## src/rtl/polygon_pixel_tester.sv

```systemverilog
// Polygon pixel tester: three-stage pipeline deciding whether a screen pixel
// lies inside (or on the boundary of) a square or a triangle.
//   stage 1 : vertex/pixel differences and square bound flags
//   stage 2 : triangle edge functions E1..E3 (exact, no truncation)
//   stage 3 : hit decision, qualified by the bubble bit
// One pixel is accepted every cycle; there is no stall path.
module polygon_pixel_tester (
   input  logic       clk,
   input  logic       reset,
   input  logic       in_bubble,
   input  logic [8:0] in_color,
   input  logic [9:0] in_pixel_x,
   input  logic [9:0] in_pixel_y,
   input  logic       in_form,
   input  logic [9:0] v1_x,
   input  logic [9:0] v1_y,
   input  logic [9:0] v2_x,
   input  logic [9:0] v2_y,
   input  logic [9:0] v3_x,
   input  logic [9:0] v3_y,
   input  logic [9:0] v4_x,
   input  logic [9:0] v4_y,
   output logic       out_hit,
   output logic [8:0] out_color,
   output logic [9:0] out_pixel_x,
   output logic [9:0] out_pixel_y,
   output logic       out_bubble
);

   // Fixed pipeline depth, for reference by integrators only.
   localparam int LATENCY = 3;

   // ---------------------------------------------------------------------
   // Stage 1 combinational: 11-bit signed differences of zero-extended
   // 10-bit operands. 11 bits hold -1023..+1023 exactly.
   // ---------------------------------------------------------------------
   logic signed [10:0] c1_dx1, c1_dx2, c1_dx3;
   logic signed [10:0] c1_dy1, c1_dy2, c1_dy3;
   logic signed [10:0] c1_dpx1, c1_dpx2, c1_dpx3;
   logic signed [10:0] c1_dpy1, c1_dpy2, c1_dpy3;
   logic               c1_ge_left, c1_le_right, c1_ge_top, c1_le_bottom;

   // Difference and bound-flag datapath feeding stage 1.
   always_comb begin
      c1_dx1  = $signed({1'b0, v2_x}) - $signed({1'b0, v1_x});
      c1_dx2  = $signed({1'b0, v3_x}) - $signed({1'b0, v2_x});
      c1_dx3  = $signed({1'b0, v1_x}) - $signed({1'b0, v3_x});
      c1_dy1  = $signed({1'b0, v2_y}) - $signed({1'b0, v1_y});
      c1_dy2  = $signed({1'b0, v3_y}) - $signed({1'b0, v2_y});
      c1_dy3  = $signed({1'b0, v1_y}) - $signed({1'b0, v3_y});
      c1_dpx1 = $signed({1'b0, in_pixel_x}) - $signed({1'b0, v1_x});
      c1_dpx2 = $signed({1'b0, in_pixel_x}) - $signed({1'b0, v2_x});
      c1_dpx3 = $signed({1'b0, in_pixel_x}) - $signed({1'b0, v3_x});
      c1_dpy1 = $signed({1'b0, in_pixel_y}) - $signed({1'b0, v1_y});
      c1_dpy2 = $signed({1'b0, in_pixel_y}) - $signed({1'b0, v2_y});
      c1_dpy3 = $signed({1'b0, in_pixel_y}) - $signed({1'b0, v3_y});
      // Square is axis aligned: left edge from v2, right from v3,
      // top from v1, bottom from v2. v4 is redundant and unused.
      c1_ge_left   = (in_pixel_x >= v2_x);
      c1_le_right  = (in_pixel_x <= v3_x);
      c1_ge_top    = (in_pixel_y >= v1_y);
      c1_le_bottom = (in_pixel_y <= v2_y);
   end

   // Stage 1 registers.
   logic signed [10:0] s1_dx1, s1_dx2, s1_dx3;
   logic signed [10:0] s1_dy1, s1_dy2, s1_dy3;
   logic signed [10:0] s1_dpx1, s1_dpx2, s1_dpx3;
   logic signed [10:0] s1_dpy1, s1_dpy2, s1_dpy3;
   logic               s1_sq_in;
   logic               s1_form;
   logic               s1_bubble;
   logic [8:0]         s1_color;
   logic [9:0]         s1_pixel_x, s1_pixel_y;

   // Capture differences and sideband for the pixel sampled this edge.
   always_ff @(posedge clk or negedge reset) begin
      if (!reset) begin
         s1_dx1     <= '0;
         s1_dx2     <= '0;
         s1_dx3     <= '0;
         s1_dy1     <= '0;
         s1_dy2     <= '0;
         s1_dy3     <= '0;
         s1_dpx1    <= '0;
         s1_dpx2    <= '0;
         s1_dpx3    <= '0;
         s1_dpy1    <= '0;
         s1_dpy2    <= '0;
         s1_dpy3    <= '0;
         s1_sq_in   <= 1'b0;
         s1_form    <= 1'b0;
         s1_bubble  <= 1'b1;
         s1_color   <= '0;
         s1_pixel_x <= '0;
         s1_pixel_y <= '0;
      end else begin
         s1_dx1     <= c1_dx1;
         s1_dx2     <= c1_dx2;
         s1_dx3     <= c1_dx3;
         s1_dy1     <= c1_dy1;
         s1_dy2     <= c1_dy2;
         s1_dy3     <= c1_dy3;
         s1_dpx1    <= c1_dpx1;
         s1_dpx2    <= c1_dpx2;
         s1_dpx3    <= c1_dpx3;
         s1_dpy1    <= c1_dpy1;
         s1_dpy2    <= c1_dpy2;
         s1_dpy3    <= c1_dpy3;
         s1_sq_in   <= c1_ge_left & c1_le_right & c1_ge_top & c1_le_bottom;
         s1_form    <= in_form;
         s1_bubble  <= in_bubble;
         s1_color   <= in_color;
         s1_pixel_x <= in_pixel_x;
         s1_pixel_y <= in_pixel_y;
      end
   end

   // ---------------------------------------------------------------------
   // Stage 2 combinational: Ek = dx_k*dpy_k - dy_k*dpx_k.
   // Operands are sign-extended to 22 bits before multiplying so the
   // product is computed at full width; |product| <= 1023*1023 fits.
   // The 23-bit difference cannot overflow.
   // ---------------------------------------------------------------------
   logic signed [21:0] c2_pa1, c2_pa2, c2_pa3;
   logic signed [21:0] c2_pb1, c2_pb2, c2_pb3;
   logic signed [22:0] c2_e1, c2_e2, c2_e3;

   // Edge-function products and differences.
   always_comb begin
      c2_pa1 = $signed({{11{s1_dx1[10]}}, s1_dx1}) * $signed({{11{s1_dpy1[10]}}, s1_dpy1});
      c2_pa2 = $signed({{11{s1_dx2[10]}}, s1_dx2}) * $signed({{11{s1_dpy2[10]}}, s1_dpy2});
      c2_pa3 = $signed({{11{s1_dx3[10]}}, s1_dx3}) * $signed({{11{s1_dpy3[10]}}, s1_dpy3});
      c2_pb1 = $signed({{11{s1_dy1[10]}}, s1_dy1}) * $signed({{11{s1_dpx1[10]}}, s1_dpx1});
      c2_pb2 = $signed({{11{s1_dy2[10]}}, s1_dy2}) * $signed({{11{s1_dpx2[10]}}, s1_dpx2});
      c2_pb3 = $signed({{11{s1_dy3[10]}}, s1_dy3}) * $signed({{11{s1_dpx3[10]}}, s1_dpx3});
      c2_e1  = $signed({c2_pa1[21], c2_pa1}) - $signed({c2_pb1[21], c2_pb1});
      c2_e2  = $signed({c2_pa2[21], c2_pa2}) - $signed({c2_pb2[21], c2_pb2});
      c2_e3  = $signed({c2_pa3[21], c2_pa3}) - $signed({c2_pb3[21], c2_pb3});
   end

   // Stage 2 registers.
   logic signed [22:0] s2_e1, s2_e2, s2_e3;
   logic               s2_sq_in;
   logic               s2_form;
   logic               s2_bubble;
   logic [8:0]         s2_color;
   logic [9:0]         s2_pixel_x, s2_pixel_y;

   // Capture edge functions; form and sideband travel with the pixel.
   always_ff @(posedge clk or negedge reset) begin
      if (!reset) begin
         s2_e1      <= '0;
         s2_e2      <= '0;
         s2_e3      <= '0;
         s2_sq_in   <= 1'b0;
         s2_form    <= 1'b0;
         s2_bubble  <= 1'b1;
         s2_color   <= '0;
         s2_pixel_x <= '0;
         s2_pixel_y <= '0;
      end else begin
         s2_e1      <= c2_e1;
         s2_e2      <= c2_e2;
         s2_e3      <= c2_e3;
         s2_sq_in   <= s1_sq_in;
         s2_form    <= s1_form;
         s2_bubble  <= s1_bubble;
         s2_color   <= s1_color;
         s2_pixel_x <= s1_pixel_x;
         s2_pixel_y <= s1_pixel_y;
      end
   end

   // ---------------------------------------------------------------------
   // Stage 3 combinational: inside test. Zero counts on both sides, so
   // boundary pixels and degenerate triangles (all Ek = 0 on the line)
   // are hits without any special casing. Winding order is free.
   // ---------------------------------------------------------------------
   logic c3_e1_zero, c3_e2_zero, c3_e3_zero;
   logic c3_all_nonneg, c3_all_nonpos;
   logic c3_tri_in;
   logic c3_hit;

   // Hit decision for the pixel in stage 2.
   always_comb begin
      c3_e1_zero    = (s2_e1 == 23'sd0);
      c3_e2_zero    = (s2_e2 == 23'sd0);
      c3_e3_zero    = (s2_e3 == 23'sd0);
      c3_all_nonneg = !s2_e1[22] && !s2_e2[22] && !s2_e3[22];
      c3_all_nonpos = (s2_e1[22] || c3_e1_zero) &&
                      (s2_e2[22] || c3_e2_zero) &&
                      (s2_e3[22] || c3_e3_zero);
      c3_tri_in     = c3_all_nonneg || c3_all_nonpos;
      c3_hit        = s2_form ? c3_tri_in : s2_sq_in;
      if (s2_bubble) begin
         c3_hit = 1'b0;
      end
   end

   // Output registers.
   always_ff @(posedge clk or negedge reset) begin
      if (!reset) begin
         out_hit     <= 1'b0;
         out_color   <= '0;
         out_pixel_x <= '0;
         out_pixel_y <= '0;
         out_bubble  <= 1'b1;
      end else begin
         out_hit     <= c3_hit;
         out_color   <= s2_color;
         out_pixel_x <= s2_pixel_x;
         out_pixel_y <= s2_pixel_y;
         out_bubble  <= s2_bubble;
      end
   end

endmodule

```

## config.mk

```make
export PLATFORM = sky130hd
export DESIGN_NAME = polygon_pixel_tester
export DESIGN_NICKNAME = d
export VERILOG_FILES = /design/src/rtl/polygon_pixel_tester.sv
export SDC_FILE = /design/constraint.sdc
export NUM_CORES = 2
export LEC_CHECK = 0
export ABC_AREA = 1
export CAP_MARGIN = 0
export CORE_UTILIZATION = 45
export DETAILED_ROUTE_END_ITERATION = 7
export HOLD_SLACK_MARGIN = 0.05
export PLACE_DENSITY = 0.72
export SLEW_MARGIN = 25
export SYNTH_ARGS = -nofsm -noshare
export SYNTH_HDL_FRONTEND = slang
export SYNTH_SLANG_ARGS = --single-unit
```

## constraint.sdc

```tcl
create_clock -name clk -period 6 [get_ports clk]
set_clock_uncertainty 0.15 [all_clocks]
set_input_delay 0.6 -clock clk [delete_from_list [all_inputs] [get_ports clk]]
set_output_delay 0.6 -clock clk [all_outputs]
set_load 0.005 [all_outputs]
```

-- Yosys cells after proc, flatten, opt, wreduce, memory -nomap -nowiden
Index checks and enable logic that the tools add are counted.
- add/sub/neg operators: 15
- multiply operators: 6
- div/mod/pow operators: 0
- order comparisons: 4
- eq/ne operators: 0
- shift operators: 0
- multiplexer cells: 2
- bitwise gates (word level): 3
- reductions and logical operators: 14
- operator list (operator ; number):
    multiplier 11 x 11 -> 22 bit ; 6
    subtractor 10 x 10 -> 11 bit ; 12
    logical NOT 23 bit ; 3
    subtractor 22 x 22 -> 23 bit ; 3
    greater-or-equal comparator 10 bit ; 2
    <= comparator 10 bit ; 2
    logical AND 1 bit ; 4
    logical OR 1 bit ; 4
    bitwise AND 1 bit ; 3
    logical NOT 1 bit ; 3
    2-to-1 mux 1 bit ; 2
- flip-flop bits (word level): 296
- bits in latches: 0
- memory bits (writable): 0
- memory bits (read-only): 0
- input bits: 113
- output and inout bits: 31
- word-level logic and storage cells: 76
- memories: 0

-- Longest topological paths before layout
- word-level depth: 7
- mapped depth: 27
- gate-level depth less buffers: 26

-- Least setup slack after synthesis
No wires, ideal clock.
- kind: flip-flop to flip-flop
- start point: register s1_dx2[10]
- end point: register s2_e2[20]
- library setup time: 79 ps
- arrival time: 5716 ps
- required time: 5771 ps
- slack: 55 ps
- stages on the path, launching flop included: 23
- path buffers: 1
- period minus slack after synthesis: 5945 ps
- cell sequence: dfrtp_1 > clkbuf_1 > nand2_1 > fa_1 > inv_1 > fa_1 > inv_1 > fa_1 > inv_1 > fa_1 > fa_1 > fa_1 > inv_1 > fa_1 > inv_1 > ha_1 > nand2_1 > nor2_2 > inv_2 > nor3_1 > nand4_1 > nand3_1 > xor2_1
- word-level cells in the longest chain between the ends: 2
- RTL lines (what ; RTL line ; RTL):
    start, declared ; 66 ; logic signed [10:0] s1_dx1, s1_dx2, s1_dx3;
    start signal, assigned ; 80 ; s1_dx2 <= '0;
    start signal, assigned ; 99 ; s1_dx2 <= c1_dx2;
    multiplier 11 x 11 -> 22 bit ; 132 ; c2_pa2 = $signed({{11{s1_dx2[10]}}, s1_dx2}) * $signed({{11{s1_dpy2[10]}}, s1_dpy2});
    subtractor 22 x 22 -> 23 bit ; 138 ; c2_e2 = $signed({c2_pa2[21], c2_pa2}) - $signed({c2_pb2[21], c2_pb2});
    named net c2_e2[20] ; 127 ; logic signed [22:0] c2_e1, c2_e2, c2_e3;
    end signal, assigned ; 154 ; s2_e2 <= '0;
    end signal, assigned ; 164 ; s2_e2 <= c2_e2;
    end, declared ; 143 ; logic signed [22:0] s2_e1, s2_e2, s2_e3;
The timed path passes the listed nets, and every way through them passes these cells.

-- Worst setup path in the final report
- start point: register s1_dpy2[10]
- end point: register s2_e2[21]
- word-level cells in the longest chain between the ends: 2
- RTL lines (what ; RTL line ; RTL):
    start, declared ; 69 ; logic signed [10:0] s1_dpy1, s1_dpy2, s1_dpy3;
    start signal, assigned ; 108 ; s1_dpy2 <= c1_dpy2;
    multiplier 11 x 11 -> 22 bit ; 132 ;
    subtractor 22 x 22 -> 23 bit ; 138 ;
    named net c2_e2[21] ; 127 ;
The timed path passes the listed nets, and every way through them passes these cells.

==> flow_summary.yaml <==
yosys:
  synth_compound_area_frac: 0.0426
  yosys-top-cells-area: "fa_1, dfrtp_1, inv_1"
  synth_cells: 5206
  synthSimpleGateAreaFrac: 0.123
  synth_area_leader_cell: "fa_1"
  synth_fa_ha_area_frac: 0.480
  syn-cell-area_mm2: 0.0445
  ys_types: 50
  synthArstFlopShare: 1.00
  synth_ff_type: "dfrtp_1"
  synth-seq-cells: 296
  synth_edf_count: 0
  seq_area_frac_synth: 0.166
  yosysMostFrequentCell: "inv_1"
  synth_top_area_frac: 0.376
  synth_xor_area_frac: 0.0317
  avgSynthCellArea_um2: 8.56
  ys_warn_count: 0
  synth_top_family_by_area: "adder cells"
  synth.mux.area_fraction: 0.000225
  synthTopCellsByCount: "inv_1, nand2_1, fa_1"
  syn_nets: 6526
status:
  status: "finished, violations left"
  violations: "negative setup slack"
cts:
  clk_pin_slew_worst_paths_ns: 0.06
  cts_buffer_depth: 3
  cts_tree: "yes"
  h-tree-depth: 2
  cts_made_buffers: 38
  clockRootBuffer: "clkbuf_16"
  cts_sinks: 296
  clock_latency_ns: 0.61
grt:
  grt_max_degree: 100
  antenna_found_initial: 2
  grt_util_all_layers: 0.235
  grt_pass1_vias: 35300
  grt_pass1_wl_um: 184000
  globalRouteOverflowTotal: 0
placed_design:
  gp_congestion: 0.946
  hpwl_um: 95400
  dpl_cell_area_mm2: 0.0492
  io_buffers: 123
critical_path:
  cp-end-kind: "flip-flop"
  crit_arrival_ns: 6.37
  crit_path_start_kind: "flip-flop"
  path_max_fanout: 8
  crit_type: "flip-flop to flip-flop"
  cp.required_ns: 6.32
timing:
  min_period_ns: 6.05
  slew_violations: 0
  setup_ws_ns: -0.0498
  fin_crit_sh: 1.01
  whs_ns: 0.195
  worst_slew_pin_slew_ns: 0.803
  rsz0062_at_grt: "yes"
  finalHoldViolations: 0
  max_freq_mhz: 165
  setup_viol: 2
  maxSlewHeadroom: 0.465
routing:
  drc: 0
  vias: 33300
  postRouteAntennaNets: 0
  wirelength_um: 112000
  drtIter0Drc: 2352
  wl_per_cell_um: 16.3
  dr.pass1.iters: 5
  via_per_inst: 4.84
run:
  maxCapViolCount: 0
floorplanning:
  die_area_mm2: 0.100
  core_mm2: 0.0983
  start_util: 0.453
  die_w_um: 317
  rows: 115
  die_y_um: 317
  io_pins: 144
final_layout:
  drive_above_1_share: 0.141
  area_delta_synth_final_pct: 18.0
  filler_cell_count: 8647
  finalInstanceArea_mm2: 0.0525
  nets: 6887
worst_hold_path:
  hp-class: "flip-flop to flip-flop"
-- cells in the final DEF, fill, tap and decap left out, types with 39 or more instances in the layout --
| cell type | netlist | routed |
|---|---|---|
| dfrtp_2 | 0 | 56 |
| nand2_2 | 5 | 49 |
| nand3_1 | 76 | 68 |
| clkdlybuf4s50_1 | 0 | 122 |
| fa_1 | 837 | 808 |
| nand2_1 | 1050 | 989 |
| inv_2 | 8 | 60 |
| ha_1 | 370 | 325 |
| xor2_1 | 109 | 108 |
| nor2_1 | 158 | 130 |
| buf_4 | 1 | 279 |
| dfrtp_1 | 293 | 237 |
| clkbuf_16 | 0 | 39 |
| xnor2_1 | 52 | 52 |
| ha_4 | 0 | 41 |
| inv_1 | 1701 | 1645 |
| a21oi_1 | 153 | 119 |
| o21ai_1 | 36 | 45 |
-- through the flow --
stage,setup slack [ns],instances,TNS [ns],utilization
after detailed placement,-0.172,6765,-1.75,0.501
after global routing,-0.250,6884,-3.10,0.535
final,-0.0498,6885,-0.0777,0.535
after global placement,-0.130,6765,-0.876,0.501
after floorplan,0.0545,5206,0,-
after CTS,-0.0337,6845,-0.0633,0.519
-- what timing repair did --
action | in CTS | in global routing
buffers inserted | 9 | 40
gates cloned | 0 | 1
setup endpoints to repair | 28 | 39
resized for setup | 109 | 342
hold buffers | 1 | 0
hold endpoints to repair | 96 | 0
pin swaps | 32 | 160
-- state kept, by name (all words and copies together), names as in the netlist, 11 cells and up --
signal and flops:
s1_dx1 11, s2_e3 23, s1_dpx1 11, s1_dpx3 11, s1_dpx2 11, s1_dy1 11
s1_dpy3 11, s1_dx2 11, s1_dpy1 11, s1_dy3 11, s2_e1 23, s1_dpy2 11
s2_e2 23, s1_dx3 11, s1_dy2 11
-- layout make-up --
type | instances | area (um2) | area share
sequential | 296 | 7480 | 0.142
clock buffer | 48 | 1050 | 0.0200
timing repair inverter | 1 | 7.51 | 0.000143
antenna | 1 | 2.50 | 0.0000476
timing repair buffer | 456 | 4110 | 0.0782
inverter | 1710 | 6430 | 0.122
tap | 1287 | 1610 | 0.0306
multi-input combinational | 3064 | 31600 | 0.601
clock inverter | 22 | 284 | 0.00541
-- worst max-delay path, cell delays in order, from the launching register on --
cell and delay, ns:
dfrtp_1 0.45, inv_2 0.10, buf_12 0.14, or2_2 0.28
fa_1 0.49, fa_1 0.56, inv_1 0.06, fa_1 0.48
fa_1 0.60, fa_1 0.44, fa_1 0.50, inv_1 0.06
fa_1 0.48, inv_1 0.06, ha_4 0.29, nand2_2 0.08
nor4_4 0.31, nand4_1 0.20, nand4_1 0.13, nand2_1 0.07
-- routing by layer --
metal	GRT usage	wire length (um)	vias to the layer above
li1	-	-	15500
met1	0.319	46700	16500
met2	0.393	54500	1080
met3	0.0294	7660	178
met4	0.0694	3630	2
met5	0	11	-
-- cells by family after synthesis --
| family | after synthesis |
|---|---|
| buffers and inverters | 1846 |
| and+or+nand+nor | 1369 |
| adders and majority gates | 1207 |
| AOI/OAI and AO/OA | 326 |
| DFF | 296 |
| xor gates and xnor gates | 161 |
| muxes | 1 |
-- final timing paths --
check | to | slack (ns) | from | cells after the start
max reg2reg | s2_e2[21]$_DFF_PN0_ | -0.05 | s1_dpy2[10]$_DFF_PN0_ | 19
max in group asynchronous | s1_dy1[5]$_DFF_PN0_ | 3.85 | reset | 3
min in group asynchronous | out_color[3]$_DFF_PN0_ | 0.47 | reset | 2
min reg2reg | s2_sq_in$_DFF_PN0_ | 0.20 | s1_sq_in$_DFF_PN0_ | 0
max | s2_e2[21]$_DFF_PN0_ | -0.05 | s1_dpy2[10]$_DFF_PN0_ | 19
min | s2_sq_in$_DFF_PN0_ | 0.20 | s1_sq_in$_DFF_PN0_ | 0
Power is left out: the tool's default activity adds up to more than one toggle a clock period on the data nets, which glitch-free logic cannot reach.
